`config.mk`:
```
export PLATFORM = sky130hd
export DESIGN_NAME = seq_restoring_divider
export DESIGN_NICKNAME = d
export VERILOG_FILES = /design/src/rtl/seq_divider_pkg.sv /design/src/rtl/div_restore_step.sv /design/src/rtl/seq_restoring_divider.sv
export SDC_FILE = /design/constraint.sdc
export NUM_CORES = 1
export LEC_CHECK = 0
export BUFFER_PORTS_ARGS = -buffer_cell sky130_fd_sc_hd__clkbuf_2
export CAP_MARGIN = 0
export CORE_MARGIN = 8
export CORE_UTILIZATION = 35
export DETAILED_ROUTE_END_ITERATION = 10
export GPL_TIMING_DRIVEN = 1
export MAX_ROUTING_LAYER = met4
export PLACE_DENSITY = 0.61
export SYNTH_ARGS = -nofsm -noshare
export SYNTH_HDL_FRONTEND = slang
export SYNTH_SLANG_ARGS = --single-unit
```
`constraint.sdc`:
```
create_clock -name clk -period 1.9 [get_ports clk]
set_clock_uncertainty 0.15 [all_clocks]
set_input_delay 0.285 -clock clk [delete_from_list [all_inputs] [get_ports clk]]
set_output_delay 0.285 -clock clk [all_outputs]
set_load 0.05 [all_outputs]
```
`src/rtl/seq_divider_pkg.sv`:
```
// Shared types and helpers for the sequential restoring divider.
package seq_divider_pkg;

  typedef enum logic [1:0] {
    IDLE = 2'd0,
    RUN  = 2'd1,
    DONE = 2'd2
  } state_e;

  // Iteration counter width; it must hold WIDTH-1, and is never narrower than 1 bit.
  function automatic int unsigned cnt_width(input int unsigned w);
    if (w < 32'd2) return 32'd1;
    return 32'($clog2(w));
  endfunction

endpackage

```
`src/rtl/div_restore_step.sv`:
```
// One restoring-division step: shift in a dividend bit, subtract the divisor when it fits.
module div_restore_step #(
  parameter int unsigned WIDTH = 4
) (
  input  logic [WIDTH-1:0] partial_rem_i,
  input  logic [WIDTH-1:0] divisor_i,
  input  logic             in_bit_i,
  output logic [WIDTH-1:0] next_rem_o,
  output logic             q_bit_o
);

  logic [WIDTH:0]   trial;
  logic [WIDTH-1:0] diff;

  // The trial value carries one extra bit, so the compare never overflows.
  // When it fits, the difference is below the divisor and fits in WIDTH bits.
  always_comb begin
    trial      = {partial_rem_i, in_bit_i};
    diff       = trial[WIDTH-1:0] - divisor_i;
    q_bit_o    = (trial >= {1'b0, divisor_i});
    next_rem_o = q_bit_o ? diff : trial[WIDTH-1:0];
  end

endmodule

```
`src/rtl/seq_restoring_divider.sv`:
```
// Multi-cycle unsigned restoring divider that resolves one quotient bit per clock.
// A start/done handshake frames each operation; a zero divisor completes immediately.
module seq_restoring_divider
  import seq_divider_pkg::*;
#(
  parameter int unsigned WIDTH = 4
) (
  input  logic             clk,
  input  logic             reset,
  input  logic             start,
  input  logic [WIDTH-1:0] dividend,
  input  logic [WIDTH-1:0] divisor,
  output logic [WIDTH-1:0] quotient,
  output logic [WIDTH-1:0] remainder,
  output logic             busy,
  output logic             done,
  output logic             div_by_zero
);

  localparam int unsigned CW = cnt_width(WIDTH);

  state_e           state_q, state_d;
  logic [CW-1:0]    cnt_q, cnt_d;
  logic [WIDTH-1:0] dvd_q, dvd_d;
  logic [WIDTH-1:0] dvs_q, dvs_d;
  logic [WIDTH-1:0] rem_q, rem_d;
  logic             dbz_q, dbz_d;
  logic             busy_q, busy_d;
  logic             done_q, done_d;

  logic             accept_c;
  logic             zero_div_c;
  logic [WIDTH-1:0] step_rem;
  logic             step_qbit;

  assign accept_c   = start && (state_q != RUN);
  assign zero_div_c = (divisor == '0);

  div_restore_step #(.WIDTH(WIDTH)) u_step (
    .partial_rem_i (rem_q),
    .divisor_i     (dvs_q),
    .in_bit_i      (dvd_q[WIDTH-1]),
    .next_rem_o    (step_rem),
    .q_bit_o       (step_qbit)
  );

  // State register.
  always_ff @(posedge clk) begin
    if (reset) state_q <= IDLE;
    else       state_q <= state_d;
  end

  // Next-state logic; DONE accepts a new request just like IDLE.
  always_comb begin
    state_d = state_q;
    unique case (state_q)
      IDLE, DONE: begin
        if (accept_c) state_d = zero_div_c ? DONE : RUN;
        else          state_d = IDLE;
      end
      RUN:     if (cnt_q == '0) state_d = DONE;
      default: state_d = IDLE;
    endcase
  end

  // Datapath and status next values.
  always_comb begin
    cnt_d  = cnt_q;
    dvd_d  = dvd_q;
    dvs_d  = dvs_q;
    rem_d  = rem_q;
    dbz_d  = dbz_q;
    busy_d = (state_d == RUN);
    done_d = (state_d == DONE);
    if (state_q == RUN) begin
      // Dividend register doubles as the quotient: bits shift out MSB first, quotient bits enter at the LSB.
      rem_d = step_rem;
      dvd_d = {dvd_q[WIDTH-2:0], step_qbit};
      cnt_d = (cnt_q == '0) ? '0 : cnt_q - CW'(1);
    end else if (accept_c) begin
      dvs_d = divisor;
      dbz_d = zero_div_c;
      if (zero_div_c) begin
        dvd_d = '1;
        rem_d = dividend;
      end else begin
        dvd_d = dividend;
        rem_d = '0;
        cnt_d = CW'(WIDTH - 1);
      end
    end
  end

  always_ff @(posedge clk) begin
    if (reset) begin
      cnt_q  <= '0;
      dvd_q  <= '0;
      dvs_q  <= '0;
      rem_q  <= '0;
      dbz_q  <= 1'b0;
      busy_q <= 1'b0;
      done_q <= 1'b0;
    end else begin
      cnt_q  <= cnt_d;
      dvd_q  <= dvd_d;
      dvs_q  <= dvs_d;
      rem_q  <= rem_d;
      dbz_q  <= dbz_d;
      busy_q <= busy_d;
      done_q <= done_d;
    end
  end

  assign quotient    = dvd_q;
  assign remainder   = rem_q;
  assign div_by_zero = dbz_q;
  assign busy        = busy_q;
  assign done        = done_q;

endmodule
```
=== Word level (Yosys, flattened, before mapping) ===
Cells that the tools add are included.

* Flip-flop bits (word level): 19
* Bits of input ports: 11
* Output and inout bits: 11
* Word-level logic and storage cells: 41

* Add/sub/neg operators: 2
* Order comparisons: 1
* Equal/unequal tests: 6
* Multiplexer cells: 15
* Bitwise gates (word level): 1
* Reduce and logical (&&, ||, !) cells: 8

{| class="wikitable"
|+ Operator list
! kind !! count
|-
| 4-bit two-way mux || 7
|-
| 2-bit two-way mux || 7
|-
| 5-bit by 4-bit greater-or-equal comparator with 1-bit output || 1
|-
| 2-bit by 1-bit == test with 1-bit output, second input constant || 2
|-
| 2-bit == test, second input constant || 2
|-
| 2-bit logical NOT || 2
|-
| 4-bit logical NOT || 1
|-
| 2-bit by 1-bit inequality test with 1-bit output, second input constant || 2
|-
| 2-bit one-hot mux with 2 select lines || 1
|-
| 2-bit AND reduction || 2
|-
| 4-bit subtractor || 1
|-
| 2-bit nonzero test || 1
|-
| 2-bit OR reduction || 1
|-
| 2-bit by 1-bit subtractor with 2-bit output, second input constant || 1
|-
| 1-bit logical AND || 1
|-
| 1-bit NOT || 1
|}

=== Longest topological paths before layout ===
* Word-level depth: 5
* Mapped depth: 6
* Mapped depth without buffers: 6

=== Cells and area by module ===
A second synthesis with hierarchy kept.

* Cell total of the unflattened synthesis: 116
* Area total of the unflattened synthesis: 1006.0 um^2

{| class="wikitable"
|+ By module, submodules not included
! module !! times used !! cells an instance !! area each (um^2) !! sequential area each (um^2)
|-
| seq_restoring_divider || 1 || 88 || 782.0 || 380.4
|-
| div_restore_step || 1 || 28 || 224.0 || 0.0
|}

=== Worst setup path after synthesis ===
No wires, ideal clock.

* Path kind: register to register
* From: register rem_q[1] (netlist: remainder[1])
* To: register rem_q[2] (netlist: remainder[2])
* Library setup time: 115 ps
* Arrival time: 1839 ps
* Data required time: 1635 ps
* Slack: -204 ps
* Stages on the path, launching flop included: 6
* Buffers on the path: 0
* Clock period less this slack: 2104 ps
* Path through: dfxtp_1 > ha_1 > nand4_1 > nand2_1 > or4_1 > and3_1

* Word-level cells in the longest chain between the ends: 3
* Elaborated cells on any way between the ends: 4
* Classes of those cells: add/sub: 1; order compare: 1; mux: 2

{| class="wikitable"
|+ Ends and longest elaborated chain
! item !! RTL line !! text
|-
| start: declaration || seq_restoring_divider.sv:26 || <nowiki>logic [WIDTH-1:0] rem_q, rem_d;</nowiki>
|-
| start signal: assignment || seq_restoring_divider.sv:107 || <nowiki>rem_q <= rem_d;</nowiki>
|-
| 4-bit subtractor / 5-bit by 4-bit greater-or-equal comparator with 1-bit output (equally long branches) || div_restore_step.sv:19, div_restore_step.sv:20 ||
|-
| 4-bit two-way mux * || div_restore_step.sv:21 || <nowiki>next_rem_o = q_bit_o ? diff : trial[WIDTH-1:0];</nowiki>
|-
| 4-bit two-way mux * || seq_restoring_divider.sv:75 || <nowiki>if (state_q == RUN) begin</nowiki>
|}

Every way passes the cells marked *; elsewhere a longest branch is shown, timed or not.
A chain may end at the register's enable or synchronous reset.

=== Worst setup path after layout ===
Same ends and word-level chain as after synthesis.

==> impl_results.rst <==
.. list-table::
   :header-rows: 1

   * - Metric
     - Value
   * - Sw power
     - 348 uW
   * - Static leakage
     - 0.000497 uW
   * - Starting density of the core
     - 35.7%
   * - Pin count of the biggest net entering global routing
     - 24
   * - Largest voltage drop on the vdd net
     - 0.324 mV
   * - Vias
     - 1005
   * - Worst setup slack after placement
     - 55.6 ps
   * - Startpoint of the lowest-slack hold path
     - reset
   * - Area used by multi-input combinational logic
     - 593 sq um
   * - Count of different cell masters after synthesis
     - 35
   * - Slew at the pin closest to its max-slew limit
     - 538 ps
   * - Data arrival, critical path
     - 1850 ps
   * - Last weighted congestion value of the routability-driven placer
     - 0.886
   * - Synth Net Count
     - 144
   * - Setup TNS
     - 0 ps
   * - Via count of the first global-routing pass
     - 1019
   * - Worst setup path category
     - register to register
   * - Number of buffers added by the clock tree synthesis step
     - 3
   * - Number of rows created at floorplan
     - 20
   * - Avg Cell Area, Syn
     - 8.24 sq um
   * - H-tree depth reported by CTS
     - 1
   * - Register Area
     - 388 sq um
   * - HP Class
     - primary input to register
   * - First DRT Iteration DRCs
     - 51
   * - Post-layout minimum cycle time
     - 1810 ps
   * - CTS resizes
     - 0
   * - Clock tree from TritonCTS
     - built
   * - Relative contribution of combinational cells to total power
     - 32.1%
   * - Total buffers and inverters traversed by the critical path
     - 0
   * - Worst slew slack as a fraction of its limit
     - 64.1%
   * - Final WS setup
     - 91.5 ps
   * - Switching part of the total
     - 36.1%
   * - #FFs+latches synth
     - 19
   * - Number of hold buffers added after CTS
     - 0
   * - Delay of the slowest cell on the worst path
     - 390 ps
   * - Cell Chain, Critical Path
     - ha_1 > o21ai_1 > a21oi_2 > or4_1 > and3_1
   * - Crit path max-delay cell type
     - sky130_fd_sc_hd__or4_1
   * - Launching instance or port of the critical path
     - remainder[1]$_SDFFE_PP0P_
   * - Synth warnings
     - 0
   * - Count of nets left with antenna violations after detail routing
     - 0
   * - Post CTS Setup Buffer Count
     - 0
   * - Family of cells with the greatest summed delay on the critical path
     - simple AND/OR/NAND/NOR gates
   * - Die W
     - 70.9 um
   * - Achievable clock frequency
     - 553 MHz
   * - Unrepaired setup endpoints after global routing
     - no
   * - Critical Path RT
     - 1950 ps
   * - Overall overflow remaining after global route
     - 0
   * - Kind of end point of the critical path
     - register
   * - Post-route fraction of the period consumed by the critical path
     - 95.2%
   * - Run status
     - completed
   * - Main area contributors after synthesis
     - sky130_fd_sc_hd__dfxtp_1 36%, sky130_fd_sc_hd__nand2_1 6.0%, sky130_fd_sc_hd__a21oi_1 5.7%, sky130_fd_sc_hd__ha_1 4.7%, sky130_fd_sc_hd__o221ai_2 4.3%
   * - DRC Markers
     - 0
   * - Global-route total usage across every layer
     - 11.1%
   * - Die Footprint
     - 5030 sq um
   * - Clock-pin slew on the worst setup and hold paths
     - 110 ps
   * - Most frequent cells in the layout
     - 21 x sky130_fd_sc_hd__clkbuf_2, 17 x sky130_fd_sc_hd__nand2_1, 15 x sky130_fd_sc_hd__dfxtp_1, 11 x sky130_fd_sc_hd__a21oi_1, 10 x sky130_fd_sc_hd__nor2_1
   * - Area leader, netlist
     - sky130_fd_sc_hd__dfxtp_1
   * - Critical path peak fanout
     - 8
   * - Half-perimeter wire length of the detailed placement result
     - 2030 um
   * - CORE AREA
     - 2950 sq um
   * - Clock group share of total power
     - 21.2%
   * - Gate count of the mapped netlist
     - 128
   * - IO buf count
     - 21
   * - Clock tree root driver cell
     - sky130_fd_sc_hd__clkbuf_4
   * - Fillcell total
     - 330
   * - Netlist Area Pre-Place
     - 1050 sq um
   * - Growth of design area from synthesis to finish
     - 16.5%
   * - Vertical die dimension
     - 70.9 um
   * - Clock Sinks
     - 19
   * - Final Hold Viols
     - 0
   * - Critical path launch point type
     - register
   * - Final number of max-transition violations
     - 0
   * - Sequential element share of the synthesized area
     - 36.1%
   * - Start of the worst register-to-register path
     - remainder[1]$_SDFFE_PP0P_
   * - Commonest non-fill, non-tap cell in the layout
     - sky130_fd_sc_hd__clkbuf_2
   * - Final setup fails
     - 0
   * - Drt wl/cell
     - 14.3 um
   * - Number of I/O pins
     - 22
   * - Maximum count of clock buffers along a single path
     - 2
   * - Drt first pass iters
     - 4
   * - Number of maximum-capacitance violations
     - 0
   * - Hold slack final
     - 75.4 ps
   * - Vias per cell
     - 5.49
   * - Fraction of post-synthesis cell area in the top cell type by area
     - 36.1%
   * - Global-route wire length before repair
     - 4460 um
   * - Portion of total power attributed to sequential cells
     - 46.7%
   * - Initial antenna violation count
     - 0
   * - # nets final
     - 167
   * - Worst-case register-to-register setup slack
     - 90 ps
   * - Diode insertion count for antenna repair
     - 0
   * - Areal power density over the cells
     - 784 nW/um^2
   * - Int Power
     - 616 uW
   * - Proportion of layout cells with a drive suffix above 1
     - 30.7%
   * - Latest clock arrival within the worst-skew pair
     - 290 ps
   * - Detailed Route WL
     - 2620 um
[synthesized netlist by cell type]
cell,n
sky130_fd_sc_hd__or3_1,4
sky130_fd_sc_hd__o221ai_1,1
sky130_fd_sc_hd__nand3_1,8
sky130_fd_sc_hd__nor2b_1,2
sky130_fd_sc_hd__or4_1,1
sky130_fd_sc_hd__a21oi_2,3
sky130_fd_sc_hd__o211ai_1,1
sky130_fd_sc_hd__or4_4,1
sky130_fd_sc_hd__a31oi_1,1
sky130_fd_sc_hd__buf_1,1
sky130_fd_sc_hd__a32oi_1,1
sky130_fd_sc_hd__fa_1,1
sky130_fd_sc_hd__clkbuf_1,3
sky130_fd_sc_hd__dfxtp_1,19
sky130_fd_sc_hd__nor2_1,10
sky130_fd_sc_hd__nand2_1,17
sky130_fd_sc_hd__o221ai_2,3
sky130_fd_sc_hd__nor3_1,2
sky130_fd_sc_hd__nand2_8,1
sky130_fd_sc_hd__o41ai_1,1
sky130_fd_sc_hd__o22a_2,1
sky130_fd_sc_hd__buf_4,3
sky130_fd_sc_hd__and3_1,1
sky130_fd_sc_hd__nand4_1,1
sky130_fd_sc_hd__buf_6,2
sky130_fd_sc_hd__xor2_1,1
sky130_fd_sc_hd__o21ai_0,5
sky130_fd_sc_hd__ha_1,4
sky130_fd_sc_hd__o32ai_1,1
sky130_fd_sc_hd__inv_1,8
sky130_fd_sc_hd__or2_2,1
sky130_fd_sc_hd__a21oi_1,12
sky130_fd_sc_hd__nand2b_1,3
sky130_fd_sc_hd__nor4_1,1
sky130_fd_sc_hd__o22ai_1,3
[registers in the layout (all words and copies together), names as in the netlist]
register,cells
div_by_zero,1
remainder,4
done,1
busy,1
dvs_q,4
cnt_q,2
state_q,2
quotient,4
[worst register-to-register path, cell delays in order, from the launching register on]
cell,delay (ps)
sky130_fd_sc_hd__dfxtp_4,370
sky130_fd_sc_hd__ha_1,340
sky130_fd_sc_hd__o21ai_1,180
sky130_fd_sc_hd__a21oi_2,100
sky130_fd_sc_hd__or4_1,390
sky130_fd_sc_hd__and3_1,180
[cell type report]
type / instances / share of cell area, %
tap: 33 / 3.36
multi-input combinational: 92 / 48.3
sequential: 19 / 31.6
timing repair buffer: 27 / 12.2
inverter: 8 / 2.44
clock buffer: 4 / 2.14
[metrics by stage]
stage	cell area, sq um	utilization (%)	instances	total power, uW
finish	1230	41.6	183	964
global route	1230	41.6	183	1020
CTS	1220	41.3	183	961
detailed placement	1190	40.4	179	761
global placement	1190	40.4	179	753
floorplan	1060	-	128	680
[path summary, 6_finish.rpt]
| path | cells after the start | to |
|---|---|---|
| max | 5 | remainder[2]$_SDFFE_PP0P_ |
| min reg2reg | 2 | dvs_q[2]$_SDFFE_PP0P_ |
| min | 2 | quotient[0]$_SDFFE_PP0P_ |
| max reg2reg | 5 | remainder[2]$_SDFFE_PP0P_ |
[cells by family after synthesis]
family / share of synthesized area (%)
simple gates: 25.7
compound gates: 22.2
flops: 36.1
buf+inv: 8.54
fa+ha+maj: 6.64
xor+xnor: 0.831
[power groups by stage]
stage          Combinational (uW)  Clock [uW]  Sequential [uW]
4_1_cts                       302         208              451
3_3_place_gp                  294           0              459
2_1_floorplan                 170           0              510
5_1_grt                       337         222              456
3_5_place_dp                  301           0              460
6_report                      309         204              451
[layer usage]
metal / GRT usage (%) / vias to the layer above / share of wire [%]
met5: - / - / 0
met3: 2.40 / 4 / 3.5
met1: 12.6 / 484 / 46
met4: 3.93 / 0 / 1.5
li1: - / 495 / -
met2: 18.7 / 22 / 49
(Power assumes the default switching activity.)
